--- config.mk ---
export PLATFORM = sky130hd
export DESIGN_NAME = mem_arbiter
export DESIGN_NICKNAME = d
export VERILOG_FILES = /design/src/rtl/cpu_types_pkg.sv /design/src/rtl/mem_arbiter_sat_counter.sv /design/src/rtl/mem_arbiter.sv
export SDC_FILE = /design/constraint.sdc
export NUM_CORES = 1
export LEC_CHECK = 0
export CAP_MARGIN = 20
export CORE_MARGIN = 5
export CORE_UTILIZATION = 39
export DETAILED_ROUTE_END_ITERATION = 8
export PLACE_DENSITY = 0.9
export SETUP_SLACK_MARGIN = 0.4
export SLEW_MARGIN = 40
export SYNTH_ARGS = -nofsm -noshare
export SYNTH_HDL_FRONTEND = slang
export SYNTH_SLANG_ARGS = --single-unit
--- constraint.sdc ---
create_clock -name CLK -period 2.63 [get_ports CLK]
set_input_delay 0.789 -clock CLK [delete_from_list [all_inputs] [get_ports CLK]]
set_output_delay 0.789 -clock CLK [all_outputs]
set_load 0.03 [all_outputs]
--- src/rtl/cpu_types_pkg.sv ---
// Shared CPU datapath types: bus word, RAM handshake states and the
// memory-arbiter state encoding, plus the arbiter's request-selection rule.
package cpu_types_pkg;

    localparam int WORD_W = 32;

    typedef logic [WORD_W-1:0] word_t;

    // Handshake state reported by the RAM model
    typedef enum logic [1:0] {
        FREE   = 2'd0,
        BUSY   = 2'd1,
        ACCESS = 2'd2,
        ERROR  = 2'd3
    } ramstate_t;

    // Memory arbiter FSM states
    typedef enum logic [2:0] {
        IDLE   = 3'd0,
        DACC   = 3'd1,
        IACC   = 3'd2,
        RESP_I = 3'd3,
        RESP_D = 3'd4
    } arb_state_t;

    // Picks the next access from IDLE. Data normally wins, but right after a
    // data response a waiting fetch goes first so fetch can never starve.
    function automatic arb_state_t idle_select(input logic d_req,
                                               input logic i_req,
                                               input logic last_was_d);
        arb_state_t sel;
        if (d_req && !(i_req && last_was_d)) begin
            sel = DACC;
        end else if (i_req) begin
            sel = IACC;
        end else begin
            sel = IDLE;
        end
        return sel;
    endfunction

endpackage

--- src/rtl/mem_arbiter_sat_counter.sv ---
// Saturating up-counter: counts inc pulses and sticks at all-ones.
module sat_counter #(
    parameter int W = 16
) (
    input  logic         CLK,
    input  logic         nRST,
    input  logic         inc,
    output logic [W-1:0] count
);

    logic [W-1:0] count_q;
    logic [W-1:0] count_d;

    // Next count: step on inc unless already at the all-ones ceiling
    always_comb begin
        count_d = count_q;
        if (inc && (count_q != {W{1'b1}})) begin
            count_d = count_q + W'(1);
        end else begin
            count_d = count_q;
        end
    end

    // Count register, cleared by the asynchronous reset
    always_ff @(posedge CLK or negedge nRST) begin
        if (!nRST) begin
            count_q <= '0;
        end else begin
            count_q <= count_d;
        end
    end

    assign count = count_q;

endmodule

--- src/rtl/mem_arbiter.sv ---
// Memory arbiter: shares one single-ported RAM between instruction fetch
// and data accesses, returns load data and raises the ihit/dhit strobes
// that advance the pipeline. Data has priority; after a data response a
// pending fetch is served first. Stalled accesses time out into a sticky
// error flag and the requester simply retries.
module mem_arbiter
    import cpu_types_pkg::*;
#(
    parameter int TIMEOUT = 16,
    parameter int CNT_W   = 16
) (
    input  logic             CLK,
    input  logic             nRST,
    input  logic             iREN,
    input  logic [31:0]      iaddr,
    input  logic             dREN,
    input  logic             dWEN,
    input  logic [31:0]      daddr,
    input  logic [31:0]      dstore,
    output logic             ihit,
    output logic             dhit,
    output logic [31:0]      iload,
    output logic [31:0]      dload,
    output logic             ramREN,
    output logic             ramWEN,
    output logic [31:0]      ramaddr,
    output logic [31:0]      ramstore,
    input  logic [31:0]      ramload,
    input  logic [1:0]       ramstate,
    output logic             mem_err,
    output logic [CNT_W-1:0] ihit_cnt,
    output logic [CNT_W-1:0] dhit_cnt
);

    // Wait counter is wide enough to hold TIMEOUT itself
    localparam int WAIT_W = (TIMEOUT < 2) ? 1 : $clog2(TIMEOUT + 1);
    localparam logic [WAIT_W-1:0] TIMEOUT_C = WAIT_W'(TIMEOUT);

    arb_state_t        state_q,      state_d;
    logic [WAIT_W-1:0] wait_q,       wait_d;
    logic              last_was_d_q, last_was_d_d;
    logic              mem_err_q,    mem_err_d;
    logic              ihit_q,       ihit_d;
    logic              dhit_q,       dhit_d;
    word_t             iload_q,      iload_d;
    word_t             dload_q,      dload_d;

    ramstate_t         ram_st_s;
    logic [WAIT_W-1:0] wait_inc_s;
    logic              d_req_s;
    logic              d_read_s;
    logic              ram_ren_s;
    logic              ram_wen_s;
    word_t             ram_addr_s;
    word_t             ram_store_s;

    assign ram_st_s   = ramstate_t'(ramstate);
    assign wait_inc_s = wait_q + WAIT_W'(1);
    assign d_req_s    = dREN | dWEN;
    // A write wins when both data enables are up, so only pure reads load
    assign d_read_s   = dREN & ~dWEN;

    // State, wait counter, flags, load buffers and hit strobes
    always_ff @(posedge CLK or negedge nRST) begin
        if (!nRST) begin
            state_q      <= IDLE;
            wait_q       <= '0;
            last_was_d_q <= 1'b0;
            mem_err_q    <= 1'b0;
            ihit_q       <= 1'b0;
            dhit_q       <= 1'b0;
            iload_q      <= 32'h0000_0000;
            dload_q      <= 32'h0000_0000;
        end else begin
            state_q      <= state_d;
            wait_q       <= wait_d;
            last_was_d_q <= last_was_d_d;
            mem_err_q    <= mem_err_d;
            ihit_q       <= ihit_d;
            dhit_q       <= dhit_d;
            iload_q      <= iload_d;
            dload_q      <= dload_d;
        end
    end

    // Next state: request selection, completion, abort and timeout handling
    always_comb begin
        state_d      = state_q;
        wait_d       = wait_q;
        last_was_d_d = last_was_d_q;
        mem_err_d    = mem_err_q;
        iload_d      = iload_q;
        dload_d      = dload_q;
        case (state_q)
            IDLE: begin
                // Counter starts from zero on every entry into an access
                wait_d  = '0;
                state_d = idle_select(d_req_s, iREN, last_was_d_q);
            end
            DACC: begin
                if (!d_req_s) begin
                    state_d = IDLE;
                end else if (ram_st_s == ACCESS) begin
                    if (d_read_s) begin
                        dload_d = ramload;
                    end else begin
                        dload_d = dload_q;
                    end
                    state_d = RESP_D;
                end else if ((ram_st_s == ERROR) || (wait_inc_s == TIMEOUT_C)) begin
                    mem_err_d = 1'b1;
                    state_d   = IDLE;
                end else begin
                    wait_d = wait_inc_s;
                end
            end
            IACC: begin
                if (!iREN) begin
                    state_d = IDLE;
                end else if (ram_st_s == ACCESS) begin
                    iload_d = ramload;
                    state_d = RESP_I;
                end else if ((ram_st_s == ERROR) || (wait_inc_s == TIMEOUT_C)) begin
                    mem_err_d = 1'b1;
                    state_d   = IDLE;
                end else begin
                    wait_d = wait_inc_s;
                end
            end
            RESP_I: begin
                last_was_d_d = 1'b0;
                state_d      = IDLE;
            end
            RESP_D: begin
                last_was_d_d = 1'b1;
                state_d      = IDLE;
            end
            default: begin
                state_d = IDLE;
            end
        endcase
    end

    // Hit strobes are registered: high exactly while the FSM sits in RESP_x
    always_comb begin
        ihit_d = (state_d == RESP_I);
        dhit_d = (state_d == RESP_D);
    end

    // RAM drive: only the active access presents address/enables, else all 0
    always_comb begin
        ram_ren_s   = 1'b0;
        ram_wen_s   = 1'b0;
        ram_addr_s  = 32'h0000_0000;
        ram_store_s = 32'h0000_0000;
        case (state_q)
            DACC: begin
                ram_addr_s  = daddr;
                ram_store_s = dstore;
                ram_wen_s   = dWEN;
                ram_ren_s   = d_read_s;
            end
            IACC: begin
                ram_addr_s = iaddr;
                ram_ren_s  = 1'b1;
            end
            default: begin
                ram_ren_s = 1'b0;
            end
        endcase
    end

    assign ramREN   = ram_ren_s;
    assign ramWEN   = ram_wen_s;
    assign ramaddr  = ram_addr_s;
    assign ramstore = ram_store_s;
    assign ihit     = ihit_q;
    assign dhit     = dhit_q;
    assign iload    = iload_q;
    assign dload    = dload_q;
    assign mem_err  = mem_err_q;

    sat_counter #(.W(CNT_W)) u_ihit_cnt (
        .CLK   (CLK),
        .nRST  (nRST),
        .inc   (ihit_q),
        .count (ihit_cnt)
    );

    sat_counter #(.W(CNT_W)) u_dhit_cnt (
        .CLK   (CLK),
        .nRST  (nRST),
        .inc   (dhit_q),
        .count (dhit_cnt)
    );

endmodule

======== Word level (Yosys, flattened, before mapping) ========
Index checks and enable logic that the tools add are counted.
operators by class
  equal/unequal tests ..................... 13
  reduce and logical (&&, ||, !) cells .... 14
  bitwise gates (word level) .............. 3
  multiplexer cells ....................... 23
  add/sub/neg operators ................... 3
operator list
  operator               number
  $pmux 32 s2            1
  $add 16x1->16 const B  2
  $mux 32                1
  $ne 16x16->1 const B   2
  $mux 5                 4
  $mux 3                 5
  $pmux 5 s3             1
  $eq 3x2->1 const B     3
  $pmux 3 s3             1
  $reduce_and 3->1       3
  $eq 3x3->1 const B     2
  $pmux 1 s2             3
  $add 5x1->5 const B    1
  $eq 5x5->1 const B     1
  $mux 1                 5
  $eq 2x2->1 const B     2
  $logic_and 1x1->1      4
  $mux 2                 2
  $ne 2x2->1 const B     2
  $reduce_and 4->1       1
  $reduce_bool 2->1      2
  $eq 3x1->1 const B     1
  $logic_not 3->1        1
  $reduce_bool 3->1      1
  5 further kinds        5
word-level totals
  bits in registers ....................... 108
  output and inout bits ................... 165

======== Longest topological paths before layout ========
  depth in word-level cells ............... 8
  gate-level depth with buffers ........... 8

======== Modules after synthesis ========
From an unflattened synthesis, not the netlist that was laid out.
unflattened totals
  cells, all modules ...................... 432
  area total of the unflattened synthesis .. 5584.1 µm²
by module, submodules not included
  module       cells an instance  seq. area each (µm²)  area an instance (µm²)  instances
  mem_arbiter  288                1901.8                3865.0                  1
  sat_counter  72                 400.4                 859.6                   2

======== Worst setup path before layout ========
OpenSTA, ideal clock, no wires.
  path kind ............................... input-to-output
  start ................................... in dWEN
  end ..................................... out ramWEN
  buffers on the path ..................... 0
  setup slack ............................. 0.322 ns
  data required time ...................... 1.841 ns
  stages .................................. 2
  arrival time ............................ 1.519 ns
  path through ............................ inv_1 nor3_1
between the ends
  longest elaborated chain between the ends .. 1
ends and longest elaborated chain
  what             line                RTL
  start, declared  mem_arbiter.sv:17   input logic dWEN,
  $mux 1           mem_arbiter.sv:156  case (state_q)
  end, declared    mem_arbiter.sv:25   output logic ramWEN,
No other way between the ends.

======== Final worst setup path ========
  start ................................... in daddr[6]
  end ..................................... out ramaddr[6]
between the ends
  longest elaborated chain between the ends .. 1
ends and longest elaborated chain
  what             line                RTL
  start, declared  mem_arbiter.sv:18   input logic [31:0] daddr,
  $pmux 32 s2      mem_arbiter.sv:156
  end, declared    mem_arbiter.sv:26   output logic [31:0] ramaddr,
No other way between the ends.

==> run metrics <==
status complete, no violations; f_max 0.406 GHz; syn nets around 560; number of buffers created by CTS 9; Synth Area in Compound Gates 0.0945; Sw Share 0.410; dpl hpwl roughly 14 mm; wire per inst 20.4 um; final setup violation count 0; Worst-Skew Late Latency roughly 350 ps; first-pass GRT wire length between 20 and 30 mm; crit path kind input port to output pin; drt first-iter violations around 400; grt ovf 0; Final period util 0.937; register area share after synthesis 0.511; CTS max path bufs 2; CTS tree done; number of enable flip-flop cells after synthesis 0; fill cell total of the finished layout around 890; Syn Area/Cell 12.5 um^2; Hold Path Class input port to async pin; CP Launch Type input port; Synth Area in XOR/XNOR 0.0414; number of global-route vias before repair 5230; Worst EP required between 1500 and 2000 ps; nets 873; Peak supply drop approximately 0.54 mV; GPL Wtd Cong ~0.93; Die ar. 0.0160 mm^2; DR vias 4786; YS warnings 0; gr usage total 0.225; Synth Area in Adders 0.00709; Power Dens Cells about 1000 mW/mm^2; pin count of the biggest net entering global routing 58; sw power 0.00398 W; mux contribution to synthesized area 0.173; sequential power share 0.264; Pint ~0.0057 W; die height around 130 um; Final Non-Filler Cells 916; Post-Synthesis Cells roughly 420; Die X about 130 um; synth unique cells 54; Static Leak 4.40 nW; grt peak-use layer met2; ys flop type dfrtp_1; DRC 0; dpl cells roughly 900; Post-Route WL approximately 19 mm; Pre-antenna DRT Iters 4; Multi-input gate area 0.00259 mm^2; clk_skew 10.5 ps; dpl ws -32.8 ps; worst rel slew slack 0.674; most area-consuming cells after synthesis dfrtp_1, mux2_2, mux2_4, a22o_1, and2_1; Initial Utilization 0.398; Worst-path clk slew roughly 70 ps; RSZ-0062 raised after global routing yes; I/O pins 300; met2 Usage GRT 0.422; max-cap viol count 0; initial antenna violation count 0; Clock Power Share 0.137; vias per cell about 5.2; PortBufs around 300; ys async rst share 1.00; most common cell in the netlist dfrtp_1; crit-path max FO 1; Setup WS post-layout around 170 ps; Crit path arrival time ~1700 ps; GR Util met3 0.0689; H-Tree Level Count 3; Final ANT Viol Nets 0; main combinational cell family by area after synthesis multiplexers; leading area contributor after synthesis dfrtp_1; Area Overhead vs Synth 75.8%; synthesized area 0.00529 mm^2; share of the synthesized area in the top cell type 0.511; commonest cells in the netlist dfrtp_1, mux2_2, and2_1; core area 0.0133 mm^2; slew at the pin closest to its max-slew limit 485 ps; FF+latch area between 0.002 and 0.003 mm^2; Tmin final 2460 ps; layout cells sized above 1 0.350; Worst Setup End Kind output pin; Site Rows 42; ANT cells 0; Final Hold Vio Count 0; clk root buf clkbuf_16; Clock Sinks 108; met1 global-route usage 0.224; simple-gate share of the synthesized area 0.140; Max Slew Vio Count 0; #FFs+latches synth 108; Comb pwr share 0.599
## layout by cell type, fill, tap and decap left out, types with 3 or more instances in the layout
| cell | instances |
|---|---|
| a22o_4 | 9 |
| buf_4 | 28 |
| and2_4 | 3 |
| nor2_1 | 14 |
| buf_12 | 21 |
| a21oi_1 | 6 |
| a22o_2 | 21 |
| ha_1 | 3 |
| dfrtp_1 | 106 |
| clkdlybuf4s50_1 | 184 |
| nand3_1 | 11 |
| clkbuf_16 | 10 |
| and2_2 | 31 |
| nand4_1 | 12 |
| xnor2_1 | 16 |
| a31oi_1 | 4 |
| nand2b_1 | 4 |
| mux2_2 | 39 |
| nor4_1 | 6 |
| mux2_4 | 29 |
| xor2_1 | 9 |
| inv_1 | 7 |
| nor3_1 | 5 |
| dlygate4sd2_1 | 36 |
| nand2_1 | 18 |
| dlymetal6s2s_1 | 11 |
| buf_6 | 38 |
| clkbuf_8 | 3 |
| mux2i_1 | 3 |
## area by class of cell
cell class	count	area share
flip-flops and latches	108	0.291
clock buffers	12	0.0286
inverters	8	0.00323
multi-input cells	285	0.279
repair buffers	323	0.372
well taps	176	0.0237
clock inverters	4	0.00336
## cell families after synthesis
logic type / count (synthesis)
and+or+nand+nor: 126
DFF: 108
muxes: 72
AOI/OAI and AO/OA: 59
buffers and inverters: 30
xor gates and xnor gates: 25
adders and majority gates: 3
## power by group through the flow
stage	sequential (W)	clock (W)	combinational [W]
CTS	0.00257	0.00136	0.00576
global route	0.00264	0.00143	0.00603
global placement	0.00255	0	0.00526
finish	0.00257	0.00133	0.00581
detailed placement	0.00260	0	0.00536
floorplan	0.00351	0	0.00204
## registers in the layout (all words and copies together) (netlist names)
name,flops
dload,32
mem_err,1
u_ihit_cnt.count,16
u_dhit_cnt.count,16
dhit,1
ihit,1
iload,32
last_was_d_q,1
state_q,3
wait_q,5
## worst max-delay path, stage by stage
cell and delay (ps):
clkdlybuf4s50_1 470, a22o_4 280, buf_6 140
## layer usage
layer  vias up  part of all wire  wire (um)
met3        57             0.080       1490
met1      2341              0.33       6200
met4         0             0.049        922
li1       2152                 -          -
met5         -                 0          0
met2       236              0.54      10000
## timing repair
item                                   4_1_cts  5_1_grt
hold buffers                                 0        0
resized for setup                           91       18
setup endpoints to repair                  102       78
cloned                                       2        1
setup buffers                                6        0
endpoints found under the hold margin        0        0
pin swaps                                    1        0
## through the flow
stage	util	setup TNS (ps)	instance area, um^2	power [W]	hold WS, ps
2_1_floorplan	-	0	5380	0.00555	485
3_3_place_gp	0.650	0	8640	0.00781	466
3_5_place_dp	0.650	-32.8	8640	0.00796	481
4_1_cts	0.693	0	9220	0.00968	377
5_1_grt	0.700	0	9310	0.0101	386
6_report	0.700	0	9310	0.00970	371
## final timing paths
kind | from | to | slack, ps | depth (start not counted)
min in group CLK | mem_err | mem_err | 490 | 1
setup reg to reg | u_dhit_cnt.count[7] | u_dhit_cnt.count[1] | 710 | 5
max in group asynchronous | nRST | dload[21] | 1590 | 2
hold reg to reg | mem_err | mem_err | 490 | 1
setup / recovery | daddr[6] | ramaddr[6] | 170 | 3
hold / removal | nRST | u_dhit_cnt.count[13] | 370 | 1
Note: power is estimated with default switching activity, not from simulation.
